==> config.mk <==
export PLATFORM = sky130hd
export DESIGN_NAME = eth_tx_framer
export DESIGN_NICKNAME = d
export VERILOG_FILES = /design/src/rtl/eth_tx_framer.sv
export SDC_FILE = /design/constraint.sdc
export NUM_CORES = 1
export LEC_CHECK = 0
export ABC_CLOCK_PERIOD_IN_PS = 2400
export BUFFER_PORTS_ARGS = -buffer_cell sky130_fd_sc_hd__buf_2
export CAP_MARGIN = 20
export CORE_MARGIN = 4
export CORE_UTILIZATION = 35
export DETAILED_ROUTE_END_ITERATION = 8
export PLACE_DENSITY = 0.47
export RECOVER_POWER = 25
export SYNTH_ARGS = -nofsm -noshare
export SYNTH_HDL_FRONTEND = slang
export SYNTH_SLANG_ARGS = --single-unit
==> constraint.sdc <==
create_clock -name clk -period 2.4 [get_ports clk]
set_input_delay 0.36 -clock clk [delete_from_list [all_inputs] [get_ports clk]]
set_output_delay 0.36 -clock clk [all_outputs]
set_load 0.01 [all_outputs]
==> src/rtl/eth_tx_framer.sv <==
// Transmit-side Ethernet framer: preamble/SFD, zero padding to the minimum size,
// CRC-32 FCS append, abort marking on underrun/oversize, and inter-frame gap.
module eth_tx_framer #(
  parameter int MIN_FRAME_BYTES = 60,
  parameter int MAX_FRAME_BYTES = 1514,
  parameter int IFG_BYTES       = 12
) (
  input  logic       clk,
  input  logic       rst_n,
  input  logic [7:0] s_data,
  input  logic       s_valid,
  input  logic       s_last,
  output logic       s_ready,
  output logic [7:0] tx_data,
  output logic       tx_en,
  output logic       tx_er,
  output logic       busy,
  output logic       frame_done,
  output logic       frame_err
);

  localparam int               CNT_W    = $clog2(IFG_BYTES + 8);
  localparam logic [10:0]      MIN_CNT  = 11'(MIN_FRAME_BYTES);
  localparam logic [10:0]      MAX_CNT  = 11'(MAX_FRAME_BYTES);
  localparam logic [CNT_W-1:0] PRE_LAST = CNT_W'(5);
  localparam logic [CNT_W-1:0] IFG_LAST = CNT_W'(IFG_BYTES - 1);
  localparam logic [31:0]      CRC_POLY = 32'hEDB8_8320;
  localparam logic [31:0]      CRC_INIT = 32'hFFFF_FFFF;

  typedef enum logic [2:0] {
    S_IDLE, S_PRE, S_SFD, S_DATA, S_PAD, S_FCS, S_IFG, S_DRAIN
  } state_t;

  state_t           r_state, w_state_nxt;
  logic [31:0]      r_crc, w_crc_nxt;
  logic [10:0]      r_byte_cnt, w_byte_cnt_nxt;
  logic [CNT_W-1:0] r_cnt, w_cnt_nxt;
  logic [7:0]       r_tx_data, w_tx_data;
  logic             r_tx_en, w_tx_en;
  logic             r_tx_er, w_tx_er;
  logic             r_done, w_done;
  logic             r_err, w_err;
  logic [31:0]      w_fcs;
  logic [7:0]       w_fcs_byte;
  logic [10:0]      w_byte_cnt_inc;

  // Reflected CRC-32, one byte per call, LSB first.
  function automatic logic [31:0] crc32_byte(input logic [31:0] crc, input logic [7:0] d);
    logic [31:0] c;
    c = crc ^ {24'h0, d};
    for (int i = 0; i < 8; i++) begin
      c = c[0] ? ((c >> 1) ^ CRC_POLY) : (c >> 1);
    end
    return c;
  endfunction

  assign w_fcs          = ~r_crc;
  assign w_fcs_byte     = w_fcs[{r_cnt[1:0], 3'b000} +: 8];
  assign w_byte_cnt_inc = r_byte_cnt + 11'd1;

  always_comb begin
    // NOTE: every signal assigned here gets a default first so no path infers a latch.
    w_state_nxt    = r_state;
    w_crc_nxt      = r_crc;
    w_byte_cnt_nxt = r_byte_cnt;
    w_cnt_nxt      = r_cnt;
    w_tx_data      = 8'h00;
    w_tx_en        = 1'b0;
    w_tx_er        = 1'b0;
    w_done         = 1'b0;
    w_err          = 1'b0;

    case (r_state)
      S_IDLE: begin
        if (s_valid) begin
          w_state_nxt    = S_PRE;
          w_tx_data      = 8'h55;
          w_tx_en        = 1'b1;
          w_crc_nxt      = CRC_INIT;
          w_byte_cnt_nxt = '0;
          w_cnt_nxt      = '0;
        end
      end
      S_PRE: begin
        w_tx_data = 8'h55;
        w_tx_en   = 1'b1;
        w_cnt_nxt = r_cnt + CNT_W'(1);
        if (r_cnt == PRE_LAST) w_state_nxt = S_SFD;
      end
      S_SFD: begin
        w_tx_data   = 8'hD5;
        w_tx_en     = 1'b1;
        w_state_nxt = S_DATA;
      end
      S_DATA: begin
        // Abort on starvation or on a byte past the maximum; a last byte taken
        // on the abort edge leaves nothing to drain.
        if (r_byte_cnt == MAX_CNT || !s_valid) begin
          w_tx_en     = 1'b1;
          w_tx_er     = 1'b1;
          w_err       = 1'b1;
          w_state_nxt = (s_valid && s_last) ? S_IFG : S_DRAIN;
          w_cnt_nxt   = '0;
        end else begin
          w_tx_data      = s_data;
          w_tx_en        = 1'b1;
          w_crc_nxt      = crc32_byte(r_crc, s_data);
          w_byte_cnt_nxt = w_byte_cnt_inc;
          if (s_last) begin
            w_state_nxt = (w_byte_cnt_inc < MIN_CNT) ? S_PAD : S_FCS;
            w_cnt_nxt   = '0;
          end
        end
      end
      S_PAD: begin
        w_tx_en        = 1'b1;
        w_crc_nxt      = crc32_byte(r_crc, 8'h00);
        w_byte_cnt_nxt = w_byte_cnt_inc;
        if (w_byte_cnt_inc == MIN_CNT) begin
          w_state_nxt = S_FCS;
          w_cnt_nxt   = '0;
        end
      end
      S_FCS: begin
        w_tx_data = w_fcs_byte;
        w_tx_en   = 1'b1;
        w_cnt_nxt = r_cnt + CNT_W'(1);
        if (r_cnt[1:0] == 2'd3) begin
          w_done      = 1'b1;
          w_state_nxt = S_IFG;
          w_cnt_nxt   = '0;
        end
      end
      S_IFG: begin
        w_cnt_nxt = r_cnt + CNT_W'(1);
        if (r_cnt == IFG_LAST) w_state_nxt = S_IDLE;
      end
      S_DRAIN: begin
        if (s_valid && s_last) begin
          w_state_nxt = S_IFG;
          w_cnt_nxt   = '0;
        end
      end
      default: w_state_nxt = S_IDLE;
    endcase
  end

  always_ff @(posedge clk) begin
    // NOTE: state registers use non-blocking assignments so every flop samples pre-edge values.
    if (!rst_n) r_state <= S_IDLE;
    else        r_state <= w_state_nxt;
  end

  always_ff @(posedge clk) begin
    if (!rst_n) begin
      r_crc      <= CRC_INIT;
      r_byte_cnt <= '0;
      r_cnt      <= '0;
      r_tx_data  <= 8'h00;
      r_tx_en    <= 1'b0;
      r_tx_er    <= 1'b0;
      r_done     <= 1'b0;
      r_err      <= 1'b0;
    end else begin
      r_crc      <= w_crc_nxt;
      r_byte_cnt <= w_byte_cnt_nxt;
      r_cnt      <= w_cnt_nxt;
      r_tx_data  <= w_tx_data;
      r_tx_en    <= w_tx_en;
      r_tx_er    <= w_tx_er;
      r_done     <= w_done;
      r_err      <= w_err;
    end
  end

  assign s_ready    = rst_n && (r_state == S_DATA || r_state == S_DRAIN);
  assign busy       = (r_state != S_IDLE);
  assign tx_data    = r_tx_data;
  assign tx_en      = r_tx_en;
  assign tx_er      = r_tx_er;
  assign frame_done = r_done;
  assign frame_err  = r_err;

endmodule

# ---- Yosys cells after proc, flatten, opt, wreduce, memory -nomap -nowiden
# Index checks and enable logic that the tools add are counted.
dict set report word_totals {
  inputBits 12
  reg_bits 62
  out_inout_bits 14
  elab_cells 113
}
dict set report op_classes {
  reduce_logical 16
  order_cmp 1
  shift 1
  n_bitwise 18
  mux 47
  addsub 2
  eq_ne 20
}
# operator count
set op_table {}
lappend op_table {{$mux 32} 18}
lappend op_table {{$not 13->14} 16}
lappend op_table {{$pmux 32 s3} 1}
lappend op_table {{$pmux 8 s5} 1}
lappend op_table {{$pmux 11 s3} 1}
lappend op_table {{$not 32->32} 1}
lappend op_table {{$shiftx 32x6->8} 1}
lappend op_table {{$xor 32x8->32} 1}
lappend op_table {{$mux 5} 6}
lappend op_table {{$pmux 5 s6} 1}
lappend op_table {{$mux 3} 8}
lappend op_table {{$pmux 3 s8} 1}
lappend op_table {{$mux 11} 2}
lappend op_table {{$ne 2x2->1 const B} 7}
lappend op_table {{$eq 3x3->1 const B} 4}
lappend op_table {{$add 11x1->11 const B} 1}
lappend op_table {{$eq 11x11->1 const B} 1}
lappend op_table {{$eq 11x6->1 const B} 1}
lappend op_table {{$lt 11x6->1 const B} 1}
lappend op_table {{$mux 8} 1}
lappend op_table {{$mux 7} 1}
lappend op_table {{$reduce_and 7->1} 1}
lappend op_table {{$eq 3x2->1 const B} 2}
lappend op_table {{$reduce_bool 3->1} 2}
lappend op_table {{18 further kinds} 25}

# ---- Depth between registers and ports, before layout
dict set report logic_depth {
  word_depth 19
  depth_mapped 9
  ltp_nobuf 8
}

# ---- Worst setup path before layout
# Ideal clock, no wire load.
dict set report synth_timing {
  path_kind {register to register}
  start {register r_byte_cnt[1]}
  end {register r_cnt[4]}
  path_buffers 1
  required_time_ns 2.266
  setup_time_ns 0.134
  period_less_slack_ns 2.232
  t_arrival_ns 2.098
  path_stages_with_launch 9
  path_slack_ns 0.168
  path_cell_list {dfxtp_1 ha_1 and4_1 buf_2 or4b_1 mux2i_1 o32ai_1 a21oi_1 o211ai_1}
}
dict set report synth_between {
  elab_chain_len 4
  word_cells_on_any_way 9
  cone_classes {add/sub: 1; eq/ne: 4; mux: 2; reduce/logical: 2}
}
# element line
set synth_rtl {}
lappend synth_rtl {{start: declaration} 36} ;# logic [10:0] r_byte_cnt, w_byte_cnt_nxt;
lappend synth_rtl {{start signal: assignment} 166} ;# r_byte_cnt <= w_byte_cnt_nxt;
lappend synth_rtl {{$add 11x1->11 / $eq 11x11->1 (equally long branches)} {59, 98}}
lappend synth_rtl {{$eq 11x6->1 / $logic_or 1x1->1 (equally long branches)} {119, 98}}
lappend synth_rtl {{$ne 2x2->1 (no source line) (tied with other cells)} n/a}
lappend synth_rtl {{$reduce_and 5->1 (no source line) / $pmux 5 s6 (equally long branches)} n/a}
lappend synth_rtl {{end signal: assignment} 167} ;# r_cnt <= w_cnt_nxt;
lappend synth_rtl {{end: declaration} 37} ;# logic [CNT_W-1:0] r_cnt, w_cnt_nxt;
# Parallel ways exist; a longest one is shown, timed or not.
# A chain may end at the register's enable or synchronous reset.

# ---- Worst setup path in the final report
dict set report layout_timing {
  start {register r_byte_cnt[0]}
  end {register r_state[0]}
}
dict set report layout_between {
  elab_chain_len 6
  word_cells_on_any_way 12
  cone_classes {add/sub: 1; order compare: 1; eq/ne: 4; mux: 4; reduce/logical: 2}
}
# element line
set layout_rtl {}
lappend layout_rtl {{$add 11x1->11} 59} ;# assign w_byte_cnt_inc = r_byte_cnt + 11'd1;
lappend layout_rtl {{$lt 11x6->1} 110} ;# w_state_nxt = (w_byte_cnt_inc < MIN_CNT) ? S_PAD : S_FCS;
lappend layout_rtl {{$mux 1} 110}
lappend layout_rtl {{$mux 3} 109} ;# if (s_last) begin
lappend layout_rtl {{$mux 3} 98} ;# if (r_byte_cnt == MAX_CNT || !s_valid) begin
lappend layout_rtl {{$pmux 3 s8} 73} ;# case (r_state)
lappend layout_rtl {{end signal: assignment} 151} ;# else r_state <= w_state_nxt;
lappend layout_rtl {{end: declaration} 34} ;# state_t r_state, w_state_nxt;
# Parallel ways exist; a longest one is shown, timed or not. The select of a mux whose other input is x is not followed.

==> metrics.yaml <==
die_w_um: 125
row_count: 42
timing.final.crit_share_pct: 95.1
count_of_final_max_slew_check_failures: 0
placement.io_buffers: 25
synth.cell_area_um2: 4780
path_clk_slew_ns: 0.06
number_of_antenna_violations_at_the_first_check_in_global_routing: 0
dominant_combinational_cell_family_by_area_after_synthesis: "XOR/XNOR gates"
firstDrtPassIters: 4
most_frequent_standard_cell_in_the_layout_excluding_fill_and_tap_cells: "sky130_fd_sc_hd__xnor2_1"
fraction_of_synthesized_cell_area_in_xor_and_xnor_cells_pct: 25.3
tightest_slew_ns: 0.804
buffer_cell_driving_the_clock_tree_root: "sky130_fd_sc_hd__clkbuf_16"
timing.clock.skew_ns: 0.00709
via_count_of_the_first_global_routing_pass: 4161
worst_skew_pair.late_latency_ns: 0.34
dr.first_iter.drc_count: 273
power.density_nw_per_um2: 1040
stdcell_area_um2: 5530
worst_slew_margin_rel_pct: 46.4
setup.worst_path.end_class: "register"
io-pin-count: 26
clock-sinks: 62
synth_fp_nets: 571
synth_compound_gate_area_share_pct: 20.8
routed-via-count: 4199
critPathLaunchType: "register"
finalSetupViolations: 0
ys_types: 72
setup.worst_path.class: "register to register"
routed_wire_length_per_instance_um: 19.2
grt_start_max_net_pins: 24
report.final.hold_viol_count: 0
dp_hpwl_um: 11000
drt-total-wl_um: 15000
grt_pass1_wl_um: 23900
syn_area_per_cell_um2: 8.65
ff2ff_setup_slack_ns: 0.12
period_needed_ns: 2.28
timing.fmax_mhz: 438
layout.cells.most_common_list: "sky130_fd_sc_hd__xnor2_1 (78), sky130_fd_sc_hd__nor2_1 (65), sky130_fd_sc_hd__dfxtp_1 (61)"
dieArea_um2: 15600
cts.path.max_buffers: 2
htree_levels: 3
unrepaired_setup_endpoints_after_global_routing: "no"
synth.top_cell.area_share_pct: 25.9
post_synth_main_area_contributors: "sky130_fd_sc_hd__dfxtp_1 (26%), sky130_fd_sc_hd__xnor2_1 (14%), sky130_fd_sc_hd__xor2_1 (5.7%)"
post_synth_fa_ha_maj_area_fraction_pct: 1.57
die_height_um: 125
synthSimpleGateAreaFrac_pct: 15.4
grt_overflow_total: 0
power.leakage_nw: 2.00
initial_standard_cell_utilization_of_the_core_pct: 36.0
placeableCoreArea_um2: 13300
worstPathRequired_ns: 2.62
areaGrowthSynthToFinish_pct: 15.7
drc_errors: 0
cts_post_setup_buffers_inserted: 0
vdd_drop_max_uv: 495
synth-seq-area-share_pct: 25.9
synth_warnings: 0
drt.antenna.violating_nets: 0
layout.nets: 616
number_of_cts_inserted_buffers: 9
ys_ff_latch: 62
worstHoldPathCells: 3
max_capacitance_violation_count: 0
synthDominantAreaCellType: "sky130_fd_sc_hd__dfxtp_1"
drt-vias-per-instance: 5.39
final_layout_size_suffix_gt1_share_pct: 17.4
reg2regPathDepth: 9
arrival_ns: 2.50
synth-async-reset-ratio_pct: 0
cts_tree: "built"
muxShareOfSynthArea_pct: 4.05
synth_enable_flop_cells: 0
critical_path_peak_fanout: 5
run_status: "completed"
setup_tns_final_ns: 0
grt_util_all_layers_pct: 19.6
synth_cells: 553
hold_path_class: "input port to register"
synth_top_flop_cell: "sky130_fd_sc_hd__dfxtp_1"
globalplace.congestion: 0.884
antenna_cells: 0
placed_cell_area_um2: 5240
-- routing by layer --
layer	routed length, um	GRT usage, %	vias up	part of all wire, %
met5	0	0	-	0
met4	261	5.80	0	1.7
met3	555	4.03	21	3.7
met2	7210	32.6	88	48
met1	6950	25.7	2040	46
li1	-	-	2050	-
-- worst max-delay path, stage by stage, from the launching register on --
cell and delay (ns):
sky130_fd_sc_hd__dfxtp_1 0.33, sky130_fd_sc_hd__buf_4 0.13, sky130_fd_sc_hd__ha_1 0.16, sky130_fd_sc_hd__and4_1 0.24, sky130_fd_sc_hd__or4b_1 0.47, sky130_fd_sc_hd__mux2i_1 0.16, sky130_fd_sc_hd__o32ai_1 0.16, sky130_fd_sc_hd__buf_4 0.19
sky130_fd_sc_hd__o31ai_2 0.25, sky130_fd_sc_hd__a211oi_1 0.10
-- cells in the mapped netlist, types with 6 or more instances --
cell,count
sky130_fd_sc_hd__a21oi_1,38
sky130_fd_sc_hd__xor2_1,31
sky130_fd_sc_hd__o211ai_1,13
sky130_fd_sc_hd__nor2_1,66
sky130_fd_sc_hd__ha_1,6
sky130_fd_sc_hd__a211oi_1,6
sky130_fd_sc_hd__xnor2_1,78
sky130_fd_sc_hd__nor3_1,6
sky130_fd_sc_hd__o221ai_1,6
sky130_fd_sc_hd__clkbuf_1,17
sky130_fd_sc_hd__dfxtp_1,62
sky130_fd_sc_hd__o21ai_0,25
sky130_fd_sc_hd__inv_1,11
sky130_fd_sc_hd__clkbuf_8,6
sky130_fd_sc_hd__a221oi_1,6
sky130_fd_sc_hd__buf_2,11
sky130_fd_sc_hd__nand3_1,15
sky130_fd_sc_hd__mux4_2,7
sky130_fd_sc_hd__nand2_1,35
sky130_fd_sc_hd__o22ai_1,9
-- through the flow --
stage                     instances  power (mW)  setup WS (ns)  hold slack (ns)  util, %
final                           779        5.77          0.117            0.345     41.6
after global routing            779        6.16        0.00329            0.358     41.6
after CTS                       779        5.83         0.0737            0.313     41.7
after detailed placement        763        4.45         0.0900            0.481     39.4
after global placement          763        4.44         0.0964            0.484     39.4
after floorplan                 553        3.61          0.168            0.462        -
-- flip-flops by register name (all words and copies together), names as in the netlist, named ones only --
| register | cells |
|---|---|
| r_crc | 32 |
| r_byte_cnt | 11 |
| tx_data | 8 |
| r_cnt | 5 |
| r_state | 2 |
| frame_done | 1 |
| frame_err | 1 |
| tx_en | 1 |
-- power breakdown --
part | total, mW | switching (mW) | internal, mW
Combinational | 3.06 | 1.66 | 1.40
Clock | 1.34 | 0.485 | 0.859
Sequential | 1.37 | 0.186 | 1.18
Total | 5.77 | 2.33 | 3.45
-- timing repair --
item / 4_1_cts / 5_1_grt
resized for setup: 0 / 3
hold buffers: 0 / 0
setup endpoints to repair: 0 / 10
-- final timing paths --
check | from | endpoint
max | r_byte_cnt[0]$_SDFFE_PN0P_ | r_state[0]$_SDFFE_PN0P_
min | s_data[5] | tx_data[5]$_SDFF_PN0_
max reg2reg | r_byte_cnt[0]$_SDFFE_PN0P_ | r_state[0]$_SDFFE_PN0P_
min reg2reg | r_cnt[1]$_SDFFE_PN0P_ | r_cnt[1]$_SDFFE_PN0P_
-- kinds of logic after synthesis --
family                     Yosys count
DFF                                 62
buffers and inverters               56
AOI/OAI and AO/OA                  143
and+or+nand+nor                    156
xor gates and xnor gates           121
adders and majority gates            6
muxes                                9
-- layout make-up --
class,count,area [um^2]
clock buffer,13,260
clock inverter,3,42.5
fill,1351,7760
inverter,12,45.0
multi-input combinational,435,3220
sequential,62,1240
tap,176,220
timing repair buffer,78,507
(Power assumes the default switching activity.)
